`src/rtl/datapath_controller.sv`:
```
// datapath_controller: multi-cycle sequencer for the 16-bit register-bus datapath.
// Fetches by pulsing increment, latches the 8-bit instruction, then steps the
// one-hot bus selects and ALU select until the instruction retires.
//
// Ports:
//   clock        in   1   rising-edge clock
//   reset        in   1   asynchronous, active-high reset
//   run          in   1   level; keep fetching/executing while high
//   instruction  in   8   [7:6] op, [5:3] x, [2:0] y/imm
//   rout         out  16  one-hot bus-driver select (R0..R7 = bits 0..7)
//   ren          out  16  one-hot bus-load select, 0 = none
//   addxor       out  1   ALU op (0 add, 1 xor); also 1 during LDI
//   increment    out  1   one-cycle program-counter advance pulse
//   done         out  1   one-cycle pulse in an instruction's final step
//   busy         out  1   high outside IDLE
//   instr_count  out  16  retired-instruction count, wraps
module datapath_controller (
  input  logic        clock,
  input  logic        reset,
  input  logic        run,
  input  logic [7:0]  instruction,
  output logic [15:0] rout,
  output logic [15:0] ren,
  output logic        addxor,
  output logic        increment,
  output logic        done,
  output logic        busy,
  output logic [15:0] instr_count
);

  localparam logic [15:0] A_SEL     = 16'h0200;
  localparam logic [15:0] G_SEL     = 16'h0100;
  localparam logic [15:0] EXT_SEL   = 16'h0400;
  localparam logic [15:0] IDLE_ROUT = 16'h8000;

  localparam logic [2:0] ST_IDLE   = 3'd0;
  localparam logic [2:0] ST_FETCH  = 3'd1;
  localparam logic [2:0] ST_WAIT   = 3'd2;
  localparam logic [2:0] ST_DECODE = 3'd3;
  localparam logic [2:0] ST_T1     = 3'd4;
  localparam logic [2:0] ST_T2     = 3'd5;
  localparam logic [2:0] ST_T3     = 3'd6;

  localparam logic [1:0] OP_MV  = 2'b00;
  localparam logic [1:0] OP_LDI = 2'b01;

  logic [2:0]  state_q, state_d;
  logic [7:0]  ir_q, ir_d;
  logic [15:0] rout_d, ren_d, count_d;
  logic        addxor_d, increment_d, done_d, busy_d;
  logic        retire;

  // One-hot register select for R0..R7.
  function automatic logic [15:0] reg_sel(input logic [2:0] r);
    return 16'(1) << r;
  endfunction

  // State, IR and all outputs are registered together so every output holds
  // its per-state value for the whole cycle spent in that state.
  always_ff @(posedge clock or posedge reset) begin
    if (reset) begin
      state_q     <= ST_IDLE;
      ir_q        <= 8'h00;
      rout        <= IDLE_ROUT;
      ren         <= 16'h0000;
      addxor      <= 1'b0;
      increment   <= 1'b0;
      done        <= 1'b0;
      busy        <= 1'b0;
      instr_count <= 16'h0000;
    end else begin
      state_q     <= state_d;
      ir_q        <= ir_d;
      rout        <= rout_d;
      ren         <= ren_d;
      addxor      <= addxor_d;
      increment   <= increment_d;
      done        <= done_d;
      busy        <= busy_d;
      instr_count <= count_d;
    end
  end

  // Next state, then the outputs belonging to that next state. T1 outputs
  // are decoded from ir_d, which is the instruction being latched in DECODE.
  always_comb begin
    state_d     = state_q;
    ir_d        = ir_q;
    rout_d      = IDLE_ROUT;
    ren_d       = 16'h0000;
    addxor_d    = 1'b0;
    increment_d = 1'b0;
    done_d      = 1'b0;
    retire      = 1'b0;

    case (state_q)
      ST_IDLE:   if (run) state_d = ST_FETCH;
      ST_FETCH:  state_d = ST_WAIT;
      ST_WAIT:   state_d = ST_DECODE;
      ST_DECODE: begin
        ir_d    = instruction;
        state_d = ST_T1;
      end
      ST_T1: begin
        if (ir_q[7]) state_d = ST_T2;
        else         retire  = 1'b1;
      end
      ST_T2:   state_d = ST_T3;
      ST_T3:   retire  = 1'b1;
      default: state_d = ST_IDLE;
    endcase

    if (retire) state_d = run ? ST_FETCH : ST_IDLE;
    count_d = retire ? instr_count + 16'd1 : instr_count;

    case (state_d)
      ST_FETCH: increment_d = 1'b1;
      ST_T1: begin
        if (ir_d[7:6] == OP_MV) begin
          rout_d = reg_sel(ir_d[2:0]);
          ren_d  = reg_sel(ir_d[5:3]);
          done_d = 1'b1;
        end else if (ir_d[7:6] == OP_LDI) begin
          addxor_d = 1'b1;
          rout_d   = EXT_SEL;
          ren_d    = reg_sel(ir_d[5:3]);
          done_d   = 1'b1;
        end else begin
          rout_d = reg_sel(ir_d[5:3]);
          ren_d  = A_SEL;
        end
      end
      ST_T2: begin
        rout_d   = reg_sel(ir_d[2:0]);
        ren_d    = G_SEL;
        addxor_d = ir_d[6];
      end
      ST_T3: begin
        rout_d = G_SEL;
        ren_d  = reg_sel(ir_d[5:3]);
        done_d = 1'b1;
      end
      default: ;
    endcase

    busy_d = (state_d != ST_IDLE);
  end

endmodule

```
`config.mk`:
```
export PLATFORM = sky130hd
export DESIGN_NAME = datapath_controller
export DESIGN_NICKNAME = d
export VERILOG_FILES = /design/src/rtl/datapath_controller.sv
export SDC_FILE = /design/constraint.sdc
export NUM_CORES = 1
export LEC_CHECK = 0
export CAP_MARGIN = 20
export CORE_UTILIZATION = 43
export CTS_BUF_LIST = sky130_fd_sc_hd__clkbuf_8 sky130_fd_sc_hd__clkbuf_16
export CTS_CLUSTER_SIZE = 24
export DETAILED_ROUTE_END_ITERATION = 7
export PLACE_DENSITY = 0.87
export SYNTH_ARGS = -nofsm -noshare
export SYNTH_HDL_FRONTEND = slang
export SYNTH_SLANG_ARGS = --single-unit
```
`constraint.sdc`:
```
create_clock -name clock -period 1.6 [get_ports clock]
set_input_delay 0.32 -clock clock [delete_from_list [all_inputs] [get_ports clock]]
set_output_delay 0.32 -clock clock [all_outputs]
set_load 0.005 [all_outputs]
```
==> metrics.md, run 1 <==
| Metric | Value |
|---|---|
| GRT Overall Usage | `17.37%` |
| Share of layout cells above drive strength 1 | `16.67%` |
| Worst setup EP type | `flip-flop` |
| Largest family of logic cells by synthesized area | `simple AND/OR/NAND/NOR gates` |
| Mapped Area | `2325 um2` |
| Vias in the first global route | `1586` |
| Rows | `26` |
| CP Launch Type | `flip-flop` |
| RSZ-0062 raised after global routing | `true` |
| CP Data Arrival Time | `1.73 ns` |
| CTS buffer count | `5` |
| Async SR Flop Fraction | `100.0%` |
| DRT Pass-1 Iters | `4` |
| Crit Path Max Fanout | `8` |
| Nets@finish | `299` |
| Clock Latency Late Sink | `0.30 ns` |
| Global-route wire length before repair | `7341 um` |
| Placer Congestion | `0.8233` |
| Clock Path Buffers | `2` |
| Yosys Warn Count | `0` |
| GRT overflow | `0` |
| Die area | `5704 um2` |
| Cells after DPL | `341` |
| P_leak | `0.001419 uW` |
| Top Ports | `63` |
| Worst R2R Setup Slack | `0.05 ns` |
| DRC | `0` |
| Routed WL per cell | `13.04 um` |
| CTS Root Cell | `clkbuf_8` |
| Mux share of post-synthesis cell area | `3.821%` |
| Status | `completed` |
| Sequential-to-total area share from yosys stat | `56.03%` |
| Worst-case clock skew | `0.005144 ns` |
| H-Tree Depth | `2` |
| Port-buffer cells | `51` |
| Synth Area per Inst | `11.02 um2` |
| Synth cell types | `45` |
| RR Startpoint | `state_q[1]` |
| Kind of critical path | `reg -> reg` |
| Area grow syn2layout | `37.62%` |
| PnR worst setup slack | `0.05462 ns` |
| Routed Antenna Nets | `0` |
| Largest net degree at the start of global routing | `19` |
| Reg clk slew, reported paths | `0.09 ns` |
| Clock sink count | `52` |
| Mapped Cells | `211` |
| Fin cells | `358` |
| Most frequent cells in the layout | `dfrtp_1, clkdlybuf4s50_1, buf_4, nor2_1, nand2_1` |
| EDFF count, synth | `0` |
| Pins Over Slew Limit | `0` |
| CTS tree | `yes` |
| MaxCap Viol Count | `0` |
| Pre-CTS WS | `-0.07173 ns` |
| Commonest non-fill, non-tap cell in the layout | `dfrtp_1` |
| Fmax | `0.6471 GHz` |
| DRT Wirelength | `4670 um` |
| Fraction of the mapped netlist area in simple logic gates | `19.75%` |
| Initial antenna violation count | `0` |
| Post-DP HPWL | `3412 um` |
| Adder-cell share of the synthesized area | `0.5382%` |
| CORE AREA | `5172 um2` |
| Final-report hold violation count | `0` |
| Synth Area in Compound Gates | `7.858%` |
| Drt initial violations | `123` |
| WP data required | `1.78 ns` |
| Die width | `75.53 um` |
| Final setup viols | `0` |
| Period minus WS final | `1.545 ns` |
| Power per cell area | `1347 nW/um2` |
| Post-Synth XOR/XNOR Area | `5.651%` |
| Peak supply drop | `0.7395 mV` |
| Initial Util | `44.94%` |
| Reg-to-Reg End | `instr_count[3]` |
| Predominant post-synthesis flop cell | `dfrtp_1` |
| Number of antenna diodes | `0` |
| Seq cells post-synth | `52` |
| Vias | `1785` |
| Die height | `75.53 um` |
| Period utilization | `96.59%` |
| Reg2reg path depth | `4` |
| Post-DR vias/cell | `4.986` |
| Min-Delay Path Class | `in -> async` |
| Setup TNS | `0 ns` |
[synthesized netlist by cell type (2+ instances only)]
cell,number,share of area [%]
xor2_1,3,1.1
nor2b_1,6,1.6
a21oi_1,2,0.43
dfrtp_1,51,55
nand4_1,3,0.81
a41oi_1,2,0.75
o221ai_1,2,0.75
a31oi_1,7,1.9
nor4_1,2,0.54
o22ai_1,4,1.1
o21a_1,2,0.65
and2_1,2,0.54
buf_4,11,3.6
nand3b_1,2,0.65
mux2_2,7,3.4
clkbuf_1,3,0.48
nor3_1,9,1.9
and3_1,2,0.54
o21ai_1,2,0.43
nand3_1,6,1.3
xnor2_1,12,4.5
nand2b_1,6,1.6
buf_2,4,0.86
inv_1,8,1.3
nand2_1,14,2.3
and4_1,3,1.1
nor2_1,17,2.7
o21ai_0,2,0.43
[per-stage QoR]
stage / hold WS (ns) / util (%) / power (uW) / cell area [um2]
after floorplan: 0.4306 / - / 2706 / 2362
after global placement: 0.4607 / 57.98 / 3316 / 2999
after detailed placement: 0.4720 / 57.98 / 3364 / 2999
after CTS: 0.3047 / 60.52 / 4301 / 3131
after global routing: 0.3302 / 61.85 / 4598 / 3199
final: 0.2950 / 61.85 / 4311 / 3199
[report_power, final]
part	internal [uW]	switching, uW	leakage [uW]
Clock	552	399	0.0000645
Combinational	783	730	0.000667
Sequential	1610	239	0.000687
[cells by family after synthesis]
kind of cell | after synthesis
multiplexers | 8
AO/OA/AOI/OAI | 27
flip-flops | 52
AND/OR/NAND/NOR | 81
other | 1
adder cells (fa/ha/maj) | 1
buffers and inverters | 26
XOR/XNOR | 15
[worst max-delay path, stage by stage, from the launching register on]
cell	delay (ns)
dfrtp_1	0.46
nor2b_1	0.40
nor2_1	0.19
and4_1	0.25
xor2_1	0.14
[routing by layer]
layer  share of wire [%]  wire (um)  GRT usage [%]  vias to the layer above
met4                 1.3         63          4.938                        0
met5                   0          0              0                        -
li1                    -          -              -                      865
met3                 3.2        150          3.968                        6
met2                  47       2208          25.79                       53
met1                  48       2246          25.56                      861
[flip-flops by register name (all words and copies together), names as in the netlist]
register     flops
instr_count     16
rout            11
ren             10
ir_q             8
state_q          3
addxor           1
busy             1
done             1
increment        1
[final cells by class]
cell class / instances / area [um2]
Fill cell: 431 / 1973
Sequential cell: 52 / 1303
Multi-Input combinational cell: 143 / 922.1
Timing Repair Buffer: 77 / 730.7
Clock buffer: 7 / 96.34
Tap cell: 70 / 87.58
Clock inverter: 1 / 30.03
Inverter: 8 / 30.03
[timing repair]
item,4_1_cts,5_1_grt
hold buffers,0,0
endpoints found under the setup margin,3,11
endpoints found under the hold margin,0,0
pin swaps,0,0
resized for setup,2,4
setup buffers,1,8
[how the worst max path moves through the flow]
stage,from,to,slack [ns],cells past startpoint
2_1_floorplan,reset,addxor,0.02,1
3_3_place_gp,instruction[7],rout[7],-0.02,4
3_5_place_dp,instruction[7],rout[0],-0.07,6
4_1_cts,instr_count[8],instr_count[8],0.03,1
5_1_grt,state_q[1],instr_count[3],-0.01,4
6_report,state_q[1],instr_count[3],0.05,4
No activity file was read; power rests on OpenSTA's default activity.
==> run 2, diff against run 1 <==
Settings changed: PLACE_DENSITY 0.87 to 0.75.
==> run 2 against run 1 <==
Compared with the run above:
- via count rose by 2.0%
- utilization fell by 0.24 points
- cell area fell by 0.39%
- largest cell class unchanged
==> metrics.md, run 2 (synthesized netlist as in run 1, its figures left out) <==
| Metric | Value |
|---|---|
| Vias | `1821` |
| Period utilization | `98.17%` |
| Hold-fix buffers, CTS | `0` |
| Top Ports | `63` |
| Initial antenna violation count | `0` |
| Fmax | `0.6367 GHz` |
| Share of layout cells above drive strength 1 | `18.09%` |
| CTS Root Cell | `clkbuf_8` |
| CP delay by family, top | `buffers and inverters` |
| Die area | `5704 um2` |
| Post-DR vias/cell | `5.017` |
| Drt initial violations | `59` |
| H-Tree Depth | `2` |
| Largest net degree at the start of global routing | `24` |
| Buffers plus inverters on the worst setup path | `1` |
| Initial Util | `44.94%` |
| CP Data Arrival Time | `1.25 ns` |
| Fill count | `404` |
| Final-report hold violation count | `0` |
| Final setup viols | `0` |
| Die width | `75.53 um` |
| Number of antenna diodes | `0` |
| GRT Overall Usage | `18.00%` |
| Power per cell area | `1304 nW/um2` |
| CTS buffer count | `5` |
| Max reg flops | `16` |
| Routed Antenna Nets | `0` |
| CTS tree | `yes` |
| Most frequent cells in the layout | `dfrtp_1, clkdlybuf4s50_1, buf_4, nor2_1, nand2_1` |
| Sequential cell area | `1304 um2` |
| DRT Pass-1 Iters | `4` |
| Pins Over Slew Limit | `0` |
| GRT overflow | `0` |
| Commonest non-fill, non-tap cell in the layout | `dfrtp_1` |
| DRC | `0` |
| Worst-path cell chain | `clkdlybuf4s50_1` |
| Routed WL per cell | `12.98 um` |
| Port-buffer cells | `51` |
| CORE AREA | `5172 um2` |
| Biggest regs | `instr_count (16), rout (11), ren (10)` |
| Worst stage delay on the critical path | `0.53 ns` |
| P_leak | `0.001420 uW` |
| Global-route wire length before repair | `7507 um` |
| Slowest stage cell, crit path | `clkdlybuf4s50_1` |
| Crit Path Max Fanout | `4` |
| Clock Latency Late Sink | `0.30 ns` |
| Pre-CTS WS | `-0.01298 ns` |
| Status | `completed` |
| Worst-case clock skew | `0.003131 ns` |
| Worst setup EP type | `output port` |
| Placer Congestion | `0.8155` |
| Peak supply drop | `0.6194 mV` |
| Clock Path Buffers | `2` |
| Clock sink count | `52` |
| Nets@finish | `304` |
| Die height | `75.53 um` |
| Rows | `26` |
| Area taken by multi-input logic gates | `915.9 um2` |
| Reg clk slew, reported paths | `0.09 ns` |
| DRT Wirelength | `4712 um` |
| Top register by number of flip-flops | `instr_count` |
| Area grow syn2layout | `37.08%` |
| Kind of critical path | `reg -> out` |
| Post-DP HPWL | `3458 um` |
| Setup TNS | `0 ns` |
| Vias in the first global route | `1591` |
| CP Launch Type | `flip-flop` |
| PnR worst setup slack | `0.02933 ns` |
| WP data required | `1.28 ns` |
| Final core occ | `61.61%` |
| Period minus WS final | `1.571 ns` |
| Min-Delay Path Class | `in -> async` |
| MaxCap Viol Count | `0` |
## run 2: power by group
part | internal [uW] | leakage, uW | total, uW | switching, uW
Clock | 346 | 0.0000510 | 752 | 406
Combinational | 828 | 0.000683 | 1560 | 734
Sequential | 1610 | 0.000686 | 1840 | 231
Total | 2780 | 0.00142 | 4150 | 1370
## run 2: stage by stage
step	hold WS, ns	instances	area [um2]	power (uW)
5_1_grt	0.3144	363	3187	4447
2_1_floorplan	0.4306	221	2362	2706
3_3_place_gp	0.4603	344	3009	3327
3_5_place_dp	0.4858	344	3009	3370
6_report	0.3037	363	3187	4155
4_1_cts	0.3029	353	3108	4120
## run 2: path summary, 6_finish.rpt
check | startpoint | to | slack (ns) | cells after the start
max | instr_count[8] | instr_count[8] | 0.03 | 1
min | reset | ir_q[2] | 0.30 | 2
max reg2reg | state_q[0] | addxor | 0.09 | 5
min reg2reg | instr_count[3] | instr_count[3] | 0.50 | 1
max in group asynchronous | reset | instr_count[0] | 0.82 | 3
min in group clock | instr_count[3] | instr_count[3] | 0.50 | 1
## run 2: area by class of cell
class | count | area share, %
Clock inverter | 2 | 0.3141
Multi-Input combinational cell | 143 | 28.74
Sequential cell | 52 | 40.91
Timing Repair Buffer | 82 | 23.75
Inverter | 8 | 0.9423
Tap cell | 70 | 2.748
Clock buffer | 6 | 2.591
## run 2: what timing repair did
action / 4_1_cts / 5_1_grt
pin swaps: 0 / 1
gates resized for setup: 1 / 2
setup buffers: 2 / 10
endpoints found under the setup margin: 4 / 13
## run 2: layer usage
| layer | share of wire, % | global-route usage [%] | up-vias | wire [um] |
|---|---|---|---|---|
| li1 | - | - | 874 | - |
| met1 | 46 | 24.23 | 889 | 2184 |
| met2 | 48 | 28.37 | 50 | 2254 |
| met3 | 3.9 | 4.762 | 8 | 184 |
| met4 | 1.9 | 6.173 | 0 | 89 |
| met5 | 0 | 0 | - | 0 |
==> run 3, diff against run 2 <==
Settings changed: SKIP_CTS_REPAIR_TIMING from default to 1.
==> run 3 against run 2 <==
Compared with the run above:
- clock-buffer cell count is the same
- sequential power is essentially flat
- register-to-register slack is essentially flat
- cell area is essentially flat
- die area is the same
- highest routed layer unchanged
- clock skew is essentially flat
- via count shrank 0.27%
- maximum frequency grew 0.44%
- sequential cell count is the same
- combinational power is essentially flat
- utilization is essentially flat
- worst setup slack gained 0.0069 ns
- critical endpoint unchanged
==> metrics.md, run 3 (synthesized netlist as in run 1, its figures left out) <==
| Metric | Value |
|---|---|
| Status | `completed` |
| Power per cell area | `1305 nW/um2` |
| Crit Path Max Fanout | `4` |
| NetSw | `1371 uW` |
| Pins Over Slew Limit | `0` |
| Port-buffer cells | `51` |
| RR Startpoint | `state_q[0]` |
| DRC | `0` |
| Max reg flops | `16` |
| Period utilization | `97.73%` |
| Top register by number of flip-flops | `instr_count` |
| Global-route wire length before repair | `7465 um` |
| Reg2reg path depth | `5` |
| Vias in the first global route | `1589` |
| Die height | `75.53 um` |
| Placer Congestion | `0.8155` |
| CP delay by family, top | `buffers and inverters` |
| Peak supply drop | `0.6194 mV` |
| Clock Path Buffers | `2` |
| Buffers plus inverters on the worst setup path | `1` |
| Worst setup EP type | `output port` |
| Final core occ | `61.66%` |
| Period minus WS final | `1.564 ns` |
| Die area | `5704 um2` |
| P_int | `2790 uW` |
| DRT Wirelength | `4697 um` |
| Worst-case clock skew | `0.002790 ns` |
| PnR worst setup slack | `0.03626 ns` |
| Part of the power in the clock network | `18.1%` |
| Top Ports | `63` |
| Sequential cell area | `1304 um2` |
| Placed cell areas | `3009 um2` |
| CP Launch Type | `flip-flop` |
| CTS buffer count | `5` |
| Switch share | `32.95%` |
| P_leak | `0.001428 uW` |
| Final-report hold violation count | `0` |
| Commonest non-fill, non-tap cell in the layout | `dfrtp_1` |
| Post-route cell area | `3189 um2` |
| Die width | `75.53 um` |
| GRT overflow | `0` |
| Clock Latency Late Sink | `0.30 ns` |
| Rows | `26` |
| Post-DP HPWL | `3458 um` |
| Comb power frac | `37.9%` |
| H-Tree Depth | `2` |
| GRT Overall Usage | `17.92%` |
| Setup crit start | `instr_count[8]` |
| Routed Antenna Nets | `0` |
| CTS Root Cell | `clkbuf_8` |
| Pre-CTS WS | `-0.01298 ns` |
| Sequential Power Share | `44.0%` |
| CORE AREA | `5172 um2` |
| Final setup viols | `0` |
| Vias | `1816` |
| Initial antenna violation count | `0` |
| Nets@finish | `303` |
| Clock sink count | `52` |
| Drt initial violations | `79` |
| Slowest stage cell, crit path | `clkdlybuf4s50_1` |
| DRT Pass-1 Iters | `4` |
| Reg clk slew, reported paths | `0.09 ns` |
| CP Data Arrival Time | `1.24 ns` |
| Largest net degree at the start of global routing | `24` |
| Post-DR vias/cell | `5.017` |
| Most frequent cells in the layout | `dfrtp_1, clkdlybuf4s50_1, buf_4, nor2_1, nand2_1` |
| WP data required | `1.28 ns` |
| MaxCap Viol Count | `0` |
| CTS tree | `yes` |
| Fmax | `0.6395 GHz` |
| Worst stage delay on the critical path | `0.52 ns` |
| Number of antenna diodes | `0` |
| Share of layout cells above drive strength 1 | `17.81%` |
| Fill count | `403` |
| Area taken by multi-input logic gates | `915.9 um2` |
| Min-Delay Path Class | `in -> async` |
| Reg-to-Reg End | `addxor` |
| Kind of critical path | `reg -> out` |
| Worst R2R Setup Slack | `0.09 ns` |
| Worst-path cell chain | `clkdlybuf4s50_1` |
| Area grow syn2layout | `37.19%` |
| Initial Util | `44.94%` |
| Routed WL per cell | `12.98 um` |
| Biggest regs | `instr_count (16), rout (11), ren (10)` |
-- run 3: changes by cell type in the layout (fill, tap and decap cells not counted), sizes merged --
cell / change
buf: -1
clkdlybuf4s50: -1
dlygate4sd2: -1
dlymetal6s2s: +2
-- run 3: metrics by stage --
step	power, uW	hold WS, ns	setup TNS, ns	std cells
after floorplan	2706	0.4306	0	221
after global placement	3327	0.4603	0	344
after detailed placement	3370	0.4858	-0.01298	344
after CTS	4127	0.3029	-0.09721	352
after global routing	4452	0.3144	-0.03835	362
final	4161	0.3042	0	362
-- run 3: power by group through the flow --
stage                     clock [uW]  combinational, uW  sequential (uW)
final                            754               1580             1830
after global routing             836               1750             1870
after CTS                        777               1520             1830
after detailed placement           0               1510             1860
after global placement             0               1480             1850
after floorplan                    0                866             1840
-- run 3: worst max path at each step --
stage	endpoint	slack (ns)	cells past startpoint
detailed placement	rout[1]	-0.01	6
global placement	rout[1]	0.006	6
CTS	rout[15]	-0.06	1
global route	instr_count[4]	-0.02	1
floorplan	addxor	0.02	1
finish	instr_count[8]	0.04	1
-- run 3: area by class of cell --
| class | instances | area share, % |
|---|---|---|
| multi-input combinational | 143 | 28.72 |
| clock inverter | 2 | 0.3138 |
| inverter | 8 | 0.9415 |
| sequential | 52 | 40.88 |
| tap | 70 | 2.746 |
| clock buffer | 6 | 2.589 |
| timing repair buffer | 81 | 23.81 |
-- run 3: layer usage --
layer | vias up | part of all wire [%] | global-route usage, %
met5 | - | 0 | 0
met4 | 0 | 1.6 | 6.173
met3 | 6 | 3.9 | 5.026
met2 | 52 | 47 | 27.98
met1 | 887 | 47 | 24.14
li1 | 871 | - | -
